**src/rtl/uart_tx_fifo.sv**
```systemverilog
// uart_tx_fifo
//   Byte FIFO between the CPU MMIO write path for UART TX and uart_tx.
//   The CPU pushes bytes without stalling while space remains; an internal
//   drain FSM hands bytes to uart_tx one at a time over tx_start/tx_busy.
//
// Ports
//   clk       in   system clock
//   resetn    in   asynchronous active-low reset
//   wr_valid  in   push request from MMIO decode
//   wr_data   in   byte to push
//   wr_ready  out  FIFO can accept (push = wr_valid & wr_ready)
//   tx_start  out  one-cycle start pulse to uart_tx
//   tx_data   out  byte to uart_tx, stable from tx_start until the next pop
//   tx_busy   in   uart_tx busy flag
//   empty     out  no stored entries
//   full      out  2**DEPTH_LOG2 entries stored
//   level     out  registered occupancy (only with UART_TX_FIFO_LEVEL_EN)
//
// Configuration
//   UART_TX_FIFO_LEVEL_EN  adds the registered occupancy output `level`.
//
// Drain FSM
//   state | meaning
//   IDLE  | waiting for a stored byte and an idle uart; pops on entry to ARM
//   ARM   | tx_start pulsed, waiting for uart_tx to raise busy
//   SEND  | frame in progress, waiting for busy to fall
module uart_tx_fifo #(
  parameter int DEPTH_LOG2 = 4,
  parameter int DATA_WIDTH = 8
) (
  input  logic                  clk,
  input  logic                  resetn,
  input  logic                  wr_valid,
  input  logic [DATA_WIDTH-1:0] wr_data,
  output logic                  wr_ready,
  output logic                  tx_start,
  output logic [DATA_WIDTH-1:0] tx_data,
  input  logic                  tx_busy,
  output logic                  empty,
  output logic                  full
`ifdef UART_TX_FIFO_LEVEL_EN
  ,
  output logic [DEPTH_LOG2:0]   level
`endif
);

  localparam int DEPTH = 2 ** DEPTH_LOG2;
  localparam int PTR_W = DEPTH_LOG2 + 1;
  localparam logic [PTR_W-1:0] PTR_ONE  = PTR_W'(1);
  localparam logic [PTR_W-1:0] PTR_ZERO = '0;

  typedef enum logic [1:0] {
    IDLE = 2'd0,
    ARM  = 2'd1,
    SEND = 2'd2
  } state_t;

  logic [DATA_WIDTH-1:0] mem [DEPTH];
  logic [PTR_W-1:0]      wr_ptr;
  logic [PTR_W-1:0]      rd_ptr;
  state_t                state;
  logic                  push_fire;
  logic                  pop_fire;

  // Status is derived from registered pointers only, so wr_ready never
  // depends on wr_valid and IDLE can never pop a byte pushed the same edge.
  assign empty    = (wr_ptr == rd_ptr);
  assign full     = (wr_ptr[DEPTH_LOG2-1:0] == rd_ptr[DEPTH_LOG2-1:0]) &&
                    (wr_ptr[DEPTH_LOG2] != rd_ptr[DEPTH_LOG2]);
  assign wr_ready = ~full;

  assign push_fire = wr_valid & wr_ready;
  assign pop_fire  = (state == IDLE) & ~empty & ~tx_busy;

  // Storage is intentionally not reset.
  always_ff @(posedge clk) begin
    if (push_fire) begin
      mem[wr_ptr[DEPTH_LOG2-1:0]] <= wr_data;
    end
  end

  always_ff @(posedge clk or negedge resetn) begin
    if (!resetn) begin
      wr_ptr <= '0;
    end else if (push_fire) begin
      wr_ptr <= wr_ptr + PTR_ONE;
    end
  end

  always_ff @(posedge clk or negedge resetn) begin
    if (!resetn) begin
      state    <= IDLE;
      rd_ptr   <= '0;
      tx_start <= 1'b0;
      tx_data  <= '0;
    end else begin
      case (state)
        IDLE: begin
          tx_start <= 1'b0;
          if (pop_fire) begin
            tx_data  <= mem[rd_ptr[DEPTH_LOG2-1:0]];
            rd_ptr   <= rd_ptr + PTR_ONE;
            tx_start <= 1'b1;
            state    <= ARM;
          end
        end
        ARM: begin
          // uart_tx raises busy one cycle after the start pulse.
          tx_start <= 1'b0;
          if (tx_busy) begin
            state <= SEND;
          end
        end
        SEND: begin
          tx_start <= 1'b0;
          if (!tx_busy) begin
            state <= IDLE;
          end
        end
        default: begin
          tx_start <= 1'b0;
          state    <= IDLE;
        end
      endcase
    end
  end

`ifdef UART_TX_FIFO_LEVEL_EN
  // Tracks the post-edge pointer difference so level equals count with no lag.
  always_ff @(posedge clk or negedge resetn) begin
    if (!resetn) begin
      level <= '0;
    end else begin
      level <= (wr_ptr + (push_fire ? PTR_ONE : PTR_ZERO))
             - (rd_ptr + (pop_fire  ? PTR_ONE : PTR_ZERO));
    end
  end
`else
  // Without the level option software only sees fullness via the wr_ready stall.
`endif

endmodule

```
**config.mk**
```make
export PLATFORM = sky130hd
export DESIGN_NAME = uart_tx_fifo
export DESIGN_NICKNAME = d
export VERILOG_FILES = /design/src/rtl/uart_tx_fifo.sv
export SDC_FILE = /design/constraint.sdc
export NUM_CORES = 1
export LEC_CHECK = 0
export CAP_MARGIN = 20
export CORE_AREA = 8 8 138 140
export DETAILED_ROUTE_END_ITERATION = 8
export DIE_AREA = 0 0 146 148
export PLACE_DENSITY_LB_ADDON = 0.08
export SYNTH_ARGS = -nofsm -noshare
export SYNTH_HDL_FRONTEND = slang
export SYNTH_SLANG_ARGS = --single-unit
```
**constraint.sdc**
```tcl
create_clock -name clk -period 4.6 [get_ports clk]
set_input_delay 0.46 -clock clk [delete_from_list [all_inputs] [get_ports clk]]
set_output_delay 0.46 -clock clk [all_outputs]
set_load 0.1 [all_outputs]
```
After elaboration in Yosys (flattened, before gate mapping)
Memory sizes are Yosys's and may differ from the RTL's. A register that Yosys moved wholly into a read port is not among the register bits.
Cells that the tools add are included.
Storage, ports and cells
  register bits: 13
  bits in writable memories: 128
  input port bits: 12
  output and inout port bits: 12
  word-level logic and storage cells: 34
  memories kept: 1
Memories
  mem: depth 16, bits a word 8, rd ports 1, clocked after Yosys merged registers in 1, write ports 1, RTL line 58  | logic [DATA_WIDTH-1:0] mem [DEPTH];
Operators by class
  $add $sub $neg: 2
  equal/unequal tests: 8
  mux-type cells: 8
  bitwise gates (word level): 6
  reductions and logical operators: 5
Operator list (count)
  $add A5 B1 Y5 const B: 2
  $mux W2: 3
  $ne A2 B2 Y1 const B: 3
  $pmux W2 S3: 1
  $eq A5 B5 Y1: 1
  $eq A4 B4 Y1: 1
  $mux W1: 4
  $and A1 B1 Y1: 3
  $not A1 Y1: 3
  $reduce_and A3 Y1: 1
  $eq A2 B1 Y1 const B: 1
  $eq A2 B2 Y1 const B: 1
  $logic_not A2 Y1: 1
  $reduce_and A2 Y1: 1
  $logic_and A1 B1 Y1: 1
  $logic_not A1 Y1: 1
  $ne A1 B1 Y1: 1

Depth between registers and ports, before layout
Gate-level depths: netlist of run 1.
  depth after elaboration: 6
  depth in mapped cells: 7
  mapped depth without buffers: 4

Least setup slack after synthesis of run 1
Ideal clock, no wire load.
  path type: reg2out
  from: register rd_ptr[1]
  to: output full
  data arrival time: 2.483 ns
  data required time: 4.140 ns
  setup slack: 1.657 ns
  stages on the path, launching flop included: 7
  path buffers: 2
  cell sequence: dfrtp_1 -> buf_2 -> xnor2_1 -> nand4_1 -> buf_4 -> nand2b_1 -> inv_1
On the way
  longest elaborated chain between the ends: 2
Ends and longest elaborated chain
  from (decl): RTL line 60  | logic [PTR_W-1:0] rd_ptr;
  from (signal assigned): RTL line 102  | rd_ptr <= rd_ptr + PTR_ONE;
  $eq A4 B4 Y1: RTL line 68  | assign full = (wr_ptr[DEPTH_LOG2-1:0] == rd_ptr[DEPTH_LOG2-1:0]) &&
  $logic_and A1 B1 Y1: RTL line 68
  to (decl): RTL line 40  | output logic full
No other way between the ends.

Worst setup path in the final report of run 1
Same ends and word-level chain as after synthesis.

==> impl_metrics.csv, run 1 <==
group,metric,value,unit
outcome,status,"finished clean",
finish,drive_gt1_share,22.6,%
critical_path,r2r_cells,5,
logic_synthesis,synth-edff-count,128,
placed_design,port_buffers,23,
timing,finalCritPeriodShare,63.7,%
cts,htreeDepth,4,
timing,period_needed,2.93,ns
timing,hold_viol,0,
floorplanning,coreArea,16900,um^2
grt,grt_use_total,12.9,%
floorplanning,die-area,21600,um^2
timing,slew_viol_final,0,
critical_path,arrival,2.47,ns
timing,max_freq,341,MHz
logic_synthesis,syn_inst,298,
logic_synthesis,ys_ff_latch,149,
pwr,power.density,680,nW/um^2
cts,cts_tree,"done",
cts,ctsHoldBuffers,0,
floorplanning,initial_core_util,35.1,%
placed_design,place.gp.congestion,0.705,
pwr,p_int,3.07,mW
floorplanning,pin_count,24,
timing,worst-slew-pin-transition,0.993,ns
critical_path,endpoint,"full",
cts,cts-resized-gates,0,
cts,post-cts-setup-buffer-count,0,
min_path,min_path_type,"in2async",
grt,grt_overflow,0,
critical_path,cpMostUsedCell,"buf_4",
detailed_routing,drt-initial-drc-count,144,
cts,clockBufferDepth,2,
critical_path,endpoint_kind,"output pin",
pwr,pwr-share-comb,34.1,%
placed_design,dpl_cell_area,6370,um^2
critical_path,r2r_slack,1.87,ns
logic_synthesis,synthTopCellsByArea,"edfxtp_1 65%, mux4_2 11%, dfrtp_1 8.8%, a22oi_1 2.0%, xnor2_1 1.9%",
cts,clock_latency,0.41,ns
critical_path,timing.rr.end,"mem[11][7]",
detailed_routing,routedWlPerCell,23.3,um
finish,fin_area,6950,um^2
pwr,p_seq_share,38.3,%
detailed_routing,viasPerCell,4.93,
timing,skew,0.00702,ns
timing,slew_headroom,33.6,%
pwr,power,4.72,mW
pwr,p_switching,1.66,mW
logic_synthesis,synth-async-reset-ratio,14.1,%
finish,nFillCells,1543,
logic_synthesis,synth_cell_types,31,
timing,setup-violations-final,0,
critical_path,worstSetupPathType,"reg2out",
critical_path,crit_start,"rd_ptr[1]",
finish,area_delta_synth_final,16.7,%
critical_path,startpoint_type,"flip-flop",
logic_synthesis,yosys_most_used_dff,"edfxtp_1",
finish,layout_commonest_cell,"edfxtp_1",
critical_path,cp.required,4.14,ns
floorplanning,core.rowCount,48,
pwr,p_leak,2.37,nW
detailed_routing,vias,2798,
flow_run,maxCapViolCount,0,
pwr,power_frac_clock,27.6,%
logic_synthesis,synth.largest_area_cell,"edfxtp_1",
placed_design,dp_hpwl,8430,um
floorplanning,die-height,148,um
cts,numClockSinks,149,
detailed_routing,routed_wl,13200,um
grt,grt_max_degree,37,
cts,cts.clk_slew.worst_paths,0.06,ns
finish,utilization,41.0,%
logic_synthesis,ys.warnings.count,0,
timing,setup_tns,0,ns
finish,instances_no_fill,568,
logic_synthesis,syn_area_per_cell,20.0,um^2
grt,grt_pass1_vias,2992,
finish,layout.nets,345,
critical_path,crit_path_top_delay_cell,"buf_4",
finish,layout_common_cells,"128 x edfxtp_1, 29 x mux4_2, 20 x clkdlybuf4s50_1, 20 x dfrtp_1, 18 x clkbuf_16",
pwr,ir_worst_vdd,0.270,mV
grt,antenna_found_initial,0,
critical_path,crit_fanout,36,
logic_synthesis,syn_nets,315,
pwr,swShare,35.1,%
cts,root_buffer,"clkbuf_16",
critical_path,critical_path.max_stage_delay,0.46,ns
detailed_routing,drt_pass1_iterations,4,
timing,rsz0062_at_grt,"false",
logic_synthesis,syn-cell-area,5950,um^2
critical_path,path_cells,"buf_4, xnor2_1, nand4_1, nand2b_1, inv_1, buf_4",
critical_path,r2r_start,"rd_ptr[1]",
grt,grt_pass1_wl,19800,um
floorplanning,die-width,146,um
logic_synthesis,yosysTopAreaCellShare,64.6,%
detailed_routing,remaining_drc_errors,0,
logic_synthesis,yosysSeqAreaShare,73.4,%
cts,numCtsBuffers,17,
placed_design,place_inst,534,
detailed_routing,antenna_left,0,
-- cells by family (layout without fill, tap and decap cells) --
kind of cell / Yosys count / after routing / synth area share, %
muxes: 42 / 42 / 14.2
other: 0 / 2 / 0
DFF: 149 / 149 / 73.4
xor gates and xnor gates: 15 / 15 / 2.21
and+or+nand+nor: 41 / 41 / 3.76
AOI/OAI and AO/OA: 24 / 24 / 3.03
adders and majority gates: 5 / 5 / 1.05
buffers and inverters: 22 / 65 / 2.35
-- per-stage QoR --
step / setup slack [ns] / hold slack [ns]
after global placement: 1.84 / 0.482
after floorplan: 1.66 / 0.164
final: 1.67 / 0.390
after detailed placement: 1.85 / 0.476
after global routing: 1.48 / 0.405
after CTS: 1.64 / 0.385
-- critical path: cells and delay by family, from the launching register on --
family	cells	cell delay, ns
buffers and inverters	3	0.82
AND/OR/NAND/NOR	2	0.71
flip-flops	1	0.33
XOR/XNOR	1	0.18
-- sequential cells by signal, summed over array words and instances, names as in the netlist --
register / cells
state: 2
mem: 128
tx_start: 1
tx_data: 8
rd_ptr: 5
wr_ptr: 5
-- routing by layer --
metal	GRT usage, %	routed length (um)	up-vias
li1	-	-	1262
met1	16.1	5890	1481
met2	21.4	6780	40
met3	3.00	318	15
met4	4.95	220	0
met5	0	0	-
-- cells in the mapped netlist, types with 2 or more instances --
cell type,count
buf_6,2
buf_4,2
and2_1,4
buf_2,2
xor2_1,2
o211ai_1,4
nor3_1,4
nor2b_1,6
nand2_1,8
mux4_1,3
and3_1,14
mux4_2,29
inv_1,5
buf_1,4
dfrtp_1,21
a22oi_1,16
nor2_1,3
ha_1,5
o2111ai_1,2
mux2_2,9
clkbuf_2,4
xnor2_1,13
edfxtp_1,128
-- power groups by stage --
stage	Combinational [mW]	Sequential (mW)	Clock, mW
global route	1.74	1.83	1.39
global placement	1.64	1.84	0
finish	1.61	1.81	1.31
CTS	1.65	1.81	1.33
floorplan	1.01	2.05	0
detailed placement	1.65	1.84	0
-- how the worst min path moves through the flow --
stage | end | cells after the start | startpoint | slack (ns)
after floorplan | rd_ptr[0] | 0 | resetn | 0.16
after global placement | state[0] | 1 | state[1] | 0.48
after detailed placement | state[0] | 1 | state[1] | 0.48
after CTS | state[0] | 2 | resetn | 0.38
after global routing | rd_ptr[4] | 2 | resetn | 0.40
final | state[0] | 2 | resetn | 0.39
-- final cells by class --
type                    instances  area [um^2]  area share (%)
flip-flops and latches        149         4370            62.9
multi-input cells             127         1440            20.8
clock buffers                  25          527            7.58
well taps                     225          282            4.05
repair buffers                 28          260            3.75
clock inverters                 7         41.3           0.594
inverters                       5         18.8           0.270
diodes                          2         5.00          0.0720
(Power assumes the default switching activity.)
==> run 2: changes to the inputs <==
- clock period: 4.6 -> 2.9 ns (I/O delays scaled with it)
==> impl_metrics.csv, run 2 (synthesized netlist as in run 1, its figures left out) <==
group,metric,value,unit
outcome,status,"finished clean",
timing,slew_viol_final,0,
timing,slew_headroom,41.9,%
cts,clock_latency,0.42,ns
min_path,min_path_type,"in2async",
finish,diodes,0,
detailed_routing,routed_wl,12800,um
timing,max_freq,446,MHz
placed_design,place.gp.congestion,0.730,
floorplanning,pin_count,24,
critical_path,crit_buf_inv,3,
floorplanning,core.rowCount,48,
timing,rsz0062_at_grt,"false",
detailed_routing,drt-initial-drc-count,206,
placed_design,port_buffers,23,
cts,post-cts-setup-buffer-count,0,
floorplanning,die-area,21600,um^2
timing,skew,0.0136,ns
critical_path,endpoint_kind,"output pin",
grt,grt_use_total,12.6,%
critical_path,path_cells,"xnor2_1, nand4_1, buf_4, nand2b_1, inv_1, buf_12",
detailed_routing,viasPerCell,5.00,
grt,grt_pass1_wl,19600,um
cts,cts_tree,"done",
cts,cts.clk_slew.worst_paths,0.06,ns
grt,antenna_found_initial,0,
detailed_routing,routedWlPerCell,22.5,um
critical_path,worstSetupPathType,"reg2out",
cts,numClockSinks,149,
finish,area_delta_synth_final,17.9,%
finish,layout.nets,348,
finish,layout_common_cells,"128 x edfxtp_1, 29 x mux4_2, 20 x dfrtp_1, 17 x clkbuf_16",
floorplanning,die-width,146,um
critical_path,critical_path.max_stage_delay,0.47,ns
detailed_routing,antenna_left,0,
finish,largest_reg_flops,128,
critical_path,startpoint_type,"flip-flop",
cts,clockBufferDepth,2,
timing,finalCritPeriodShare,77.3,%
critical_path,cp_top_family,"buffers and inverters",
finish,layout_commonest_cell,"edfxtp_1",
pwr,ir_worst_vdd,0.486,mV
flow_run,maxCapViolCount,0,
floorplanning,die-height,148,um
timing,setup_tns,0,ns
cts,htreeDepth,4,
timing,period_needed,2.24,ns
detailed_routing,remaining_drc_errors,0,
detailed_routing,vias,2835,
finish,utilization,41.4,%
finish,nFillCells,1542,
cts,cts-resized-gates,0,
grt,grt_pass1_vias,3078,
cts,ctsHoldBuffers,0,
timing,hold_viol,0,
critical_path,arrival,1.95,ns
grt,grt_overflow,0,
finish,drive_gt1_share,25.1,%
cts,numCtsBuffers,17,
pwr,p_leak,2.41,nW
pwr,power.density,1100,nW/um^2
placed_design,dp_hpwl,8100,um
timing,worst-slew-pin-transition,0.870,ns
finish,register_area,4370,um^2
cts,root_buffer,"clkbuf_16",
pwr,power,7.70,mW
finish,multi_input_area,1440,um^2
timing,setup-violations-final,0,
critical_path,crit_fanout,8,
timing,holdWs,0.229,ns
floorplanning,initial_core_util,35.1,%
floorplanning,coreArea,16900,um^2
critical_path,cp.required,2.61,ns
detailed_routing,drt_pass1_iterations,4,
critical_path,crit_path_top_delay_cell,"dfrtp_1",
grt,grt_max_degree,36,
==> run 2: changes by cell type in the layout (fill, tap and decap cells not counted) <==
cell             before  now
diode_2               2    0
bufinv_16             0    4
clkdlybuf4s50_1      20   11
clkbuf_16            18   17
inv_4                 1    0
clkbuf_8              5    0
clkbuf_1              2    1
buf_4                 8   16
buf_12                0    4
clkinv_1              0    2
==> run 2: worst reg2reg max path, cell delays in order, from the launching register on <==
cell and delay (ns):
dfrtp_1 0.47, xnor2_1 0.16, nand4_1 0.15, o211ai_1 0.13
buf_4 0.18, nor2b_1 0.67
==> run 2: report_power, final <==
| part | internal, mW | switching, mW |
|---|---|---|
| sequential | 2.67 | 0.204 |
| clock | 1.41 | 0.807 |
| combinational | 0.997 | 1.61 |
==> run 2: through the flow <==
step                      cells  area [um^2]  setup slack [ns]
after global routing        567         7020             0.521
after detailed placement    537         6420             0.661
final                       567         7020             0.658
after floorplan             298         5950             0.127
after global placement      537         6420             0.684
after CTS                   567         7020             0.623
==> run 2: final cells by class <==
| type | count | share of cell area, % |
|---|---|---|
| clock buffer | 18 | 6.12 |
| clock inverter | 12 | 2.32 |
| inverter | 5 | 0.268 |
| multi-input combinational | 127 | 20.6 |
| sequential | 149 | 62.3 |
| tap | 225 | 4.01 |
| timing repair buffer | 31 | 4.42 |
==> run 2: worst paths after layout <==
| check | slack [ns] | to | start | depth (start not counted) |
|---|---|---|---|---|
| setup / recovery | 0.66 | full | rd_ptr[2] | 6 |
| hold / removal | 0.23 | wr_ptr[0] | resetn | 2 |
| setup reg to reg | 0.76 | mem[7][0] | wr_ptr[2] | 5 |
| hold reg to reg | 0.50 | state[0] | state[1] | 1 |
| max in group asynchronous | 2.40 | rd_ptr[0] | resetn | 2 |
| min in group clk | 0.50 | state[0] | tx_busy | 2 |
==> run 2: routing by layer <==
| layer | up-vias | track usage, % | share of wire, % |
|---|---|---|---|
| met5 | - | 0 | 0 |
| met4 | 0 | 5.10 | 1.2 |
| met3 | 12 | 2.90 | 3.3 |
| met2 | 40 | 19.8 | 48 |
| met1 | 1521 | 16.7 | 47 |
| li1 | 1262 | - | - |
==> run 3: changes to the inputs <==
- clock period: 2.9 -> 1.9 ns (I/O delays scaled with it)
==> impl_metrics.csv, run 3 (synthesized netlist as in run 1, its figures left out) <==
group,metric,value,unit
timing,period_needed,2.13,ns
finish,diodes,0,
finish,largest_reg_flops,128,
cts,cts.clk_slew.worst_paths,0.06,ns
finish,nFillCells,1519,
timing,worst-slew-pin-transition,0.910,ns
detailed_routing,route.layer.met1.wl,6770,um
cts,cts_tree,"done",
critical_path,crit_path_top_delay_cell,"dfrtp_1",
floorplanning,die-height,148,um
timing,slew_headroom,39.2,%
grt,grt_max_degree,36,
grt,grt_overflow,0,
timing,setup_slack,-0.226,ns
timing,rsz0062_at_grt,"true",
critical_path,startpoint_type,"flip-flop",
floorplanning,die-area,21600,um^2
detailed_routing,top_layer,"met4",
grt,grt_pass1_vias,3208,
timing,setup_tns,-1.39,ns
finish,area_delta_synth_final,29.1,%
detailed_routing,drt-initial-drc-count,135,
critical_path,cp_top_family,"buffers and inverters",
critical_path,critical_path.max_stage_delay,0.42,ns
finish,utilization,45.4,%
critical_path,crit_fanout,3,
floorplanning,coreArea,16900,um^2
floorplanning,die-width,146,um
floorplanning,pin_count,24,
timing,slew_viol_final,0,
outcome,violations,"setup timing",
detailed_routing,viasPerCell,4.97,
timing,finalCritPeriodShare,112,%
detailed_routing,remaining_drc_errors,0,
finish,layout_common_cells,"128 x edfxtp_1, 39 x buf_4, 31 x mux4_2, 20 x dfrtp_1, 18 x clkbuf_16",
critical_path,endpoint_kind,"output pin",
grt,grt_pass1_wl,21400,um
cts,clockBufferDepth,2,
pwr,p_leak,2.67,nW
placed_design,port_buffers,23,
timing,hold_viol,0,
critical_path,cpMostUsedCell,"buf_6",
detailed_routing,routed-wl-met3,366,um
cts,numCtsBuffers,17,
critical_path,crit_buf_inv,5,
floorplanning,initial_core_util,35.1,%
finish,layout_commonest_cell,"edfxtp_1",
cts,numClockSinks,149,
placed_design,dp_hpwl,8560,um
critical_path,path_cells,"xnor2_2, nand4_1, buf_4, buf_6, buf_6, nand2b_4, clkinvlp_4, buf_12",
pwr,ir_worst_vdd,0.676,mV
cts,root_buffer,"clkbuf_16",
timing,skew,0.00610,ns
floorplanning,core.rowCount,48,
detailed_routing,drt_pass1_iterations,4,
detailed_routing,routed_wl,14000,um
grt,grt_use_total,13.7,%
placed_design,place.gp.congestion,0.711,
flow_run,maxCapViolCount,0,
min_path,min_path_type,"in2async",
finish,layout.nets,385,
outcome,status,"complete, but fails checks",
detailed_routing,vias,3012,
finish,drive_gt1_share,43.6,%
detailed_routing,wl_met2,6780,um
critical_path,worstSetupPathType,"reg2out",
cts,clock_latency,0.42,ns
timing,max_freq,470,MHz
detailed_routing,antenna_left,0,
critical_path,arrival,1.94,ns
critical_path,cp.required,1.71,ns
detailed_routing,routedWlPerCell,23.2,um
cts,htreeDepth,4,
grt,antenna_found_initial,0,
cts,ctsHoldBuffers,0,
pwr,power.density,1720,nW/um^2
timing,setup-violations-final,12,
[run 3: changes by cell type in the layout (fill, tap and decap cells not counted), moves of 5 or more]
cell / change
and3_1: -12
mux2_4: +5
and3_4: +12
buf_4: +23
buf_12: +6
a22oi_1: -13
buf_6: +5
a22oi_2: +13
[run 3: stage by stage]
stage / cell area (um^2) / setup slack [ns] / total power, mW / std cells / hold slack (ns)
after floorplan: 5970 / -0.0275 / 7.46 / 298 / -0.106
after global placement: 6750 / -0.195 / 9.02 / 565 / 0.469
after detailed placement: 6750 / -0.197 / 9.01 / 565 / 0.484
after CTS: 7670 / -0.236 / 13.2 / 609 / 0.134
after global routing: 7680 / -0.368 / 13.9 / 606 / 0.140
final: 7680 / -0.226 / 13.2 / 606 / 0.148
[run 3: cell type report]
type / instances / area, um^2 / share of cell area, %
tap: 225 / 282 / 3.66
clock buffer: 21 / 470 / 6.12
clock inverter: 11 / 144 / 1.87
sequential: 149 / 4370 / 56.9
multi-input combinational: 128 / 1680 / 21.9
inverter: 5 / 25.0 / 0.326
timing repair buffer: 67 / 712 / 9.26
[run 3: repair_timing]
action,4_1_cts,5_1_grt
endpoints found under the setup margin,125,111
cloned,2,2
setup buffers,10,7
pin swaps,18,10
gates resized for setup,42,23
[run 3: worst reg2reg max path, cell delays in order, from the launching register on]
cell	delay [ns]
dfrtp_2	0.42
buf_6	0.13
buf_12	0.13
buf_12	0.13
buf_16	0.14
mux4_2	0.42
a22oi_2	0.20
nand2_1	0.09
mux2_4	0.27
[run 3: path summary, 6_finish.rpt]
| check | start | endpoint | slack [ns] | depth (start not counted) |
|---|---|---|---|---|
| min in group clk | tx_busy | state[0] | 0.38 | 2 |
| setup reg to reg | rd_ptr[0] | tx_data[2] | -0.14 | 8 |
| hold reg to reg | state[1] | state[0] | 0.49 | 1 |
| hold / removal | resetn | tx_data[6] | 0.15 | 2 |
| setup / recovery | wr_ptr[3] | full | -0.23 | 8 |
| max in group asynchronous | resetn | rd_ptr[0] | 1.47 | 2 |
[run 3: layer usage]
metal  track usage, %  vias to the layer above
met5                0                        -
met4             5.72                        0
met3             3.27                        8
met2             20.6                       48
met1             18.8                     1609
li1                 -                     1347
[run 3: where the power goes]
| part | switching, mW | total, mW | internal, mW | leakage (nW) |
|---|---|---|---|---|
| combinational | 3.05 | 5.50 | 2.45 | 0.954 |
| sequential | 0.224 | 4.29 | 4.07 | 1.41 |
| clock | 1.28 | 3.45 | 2.17 | 0.306 |
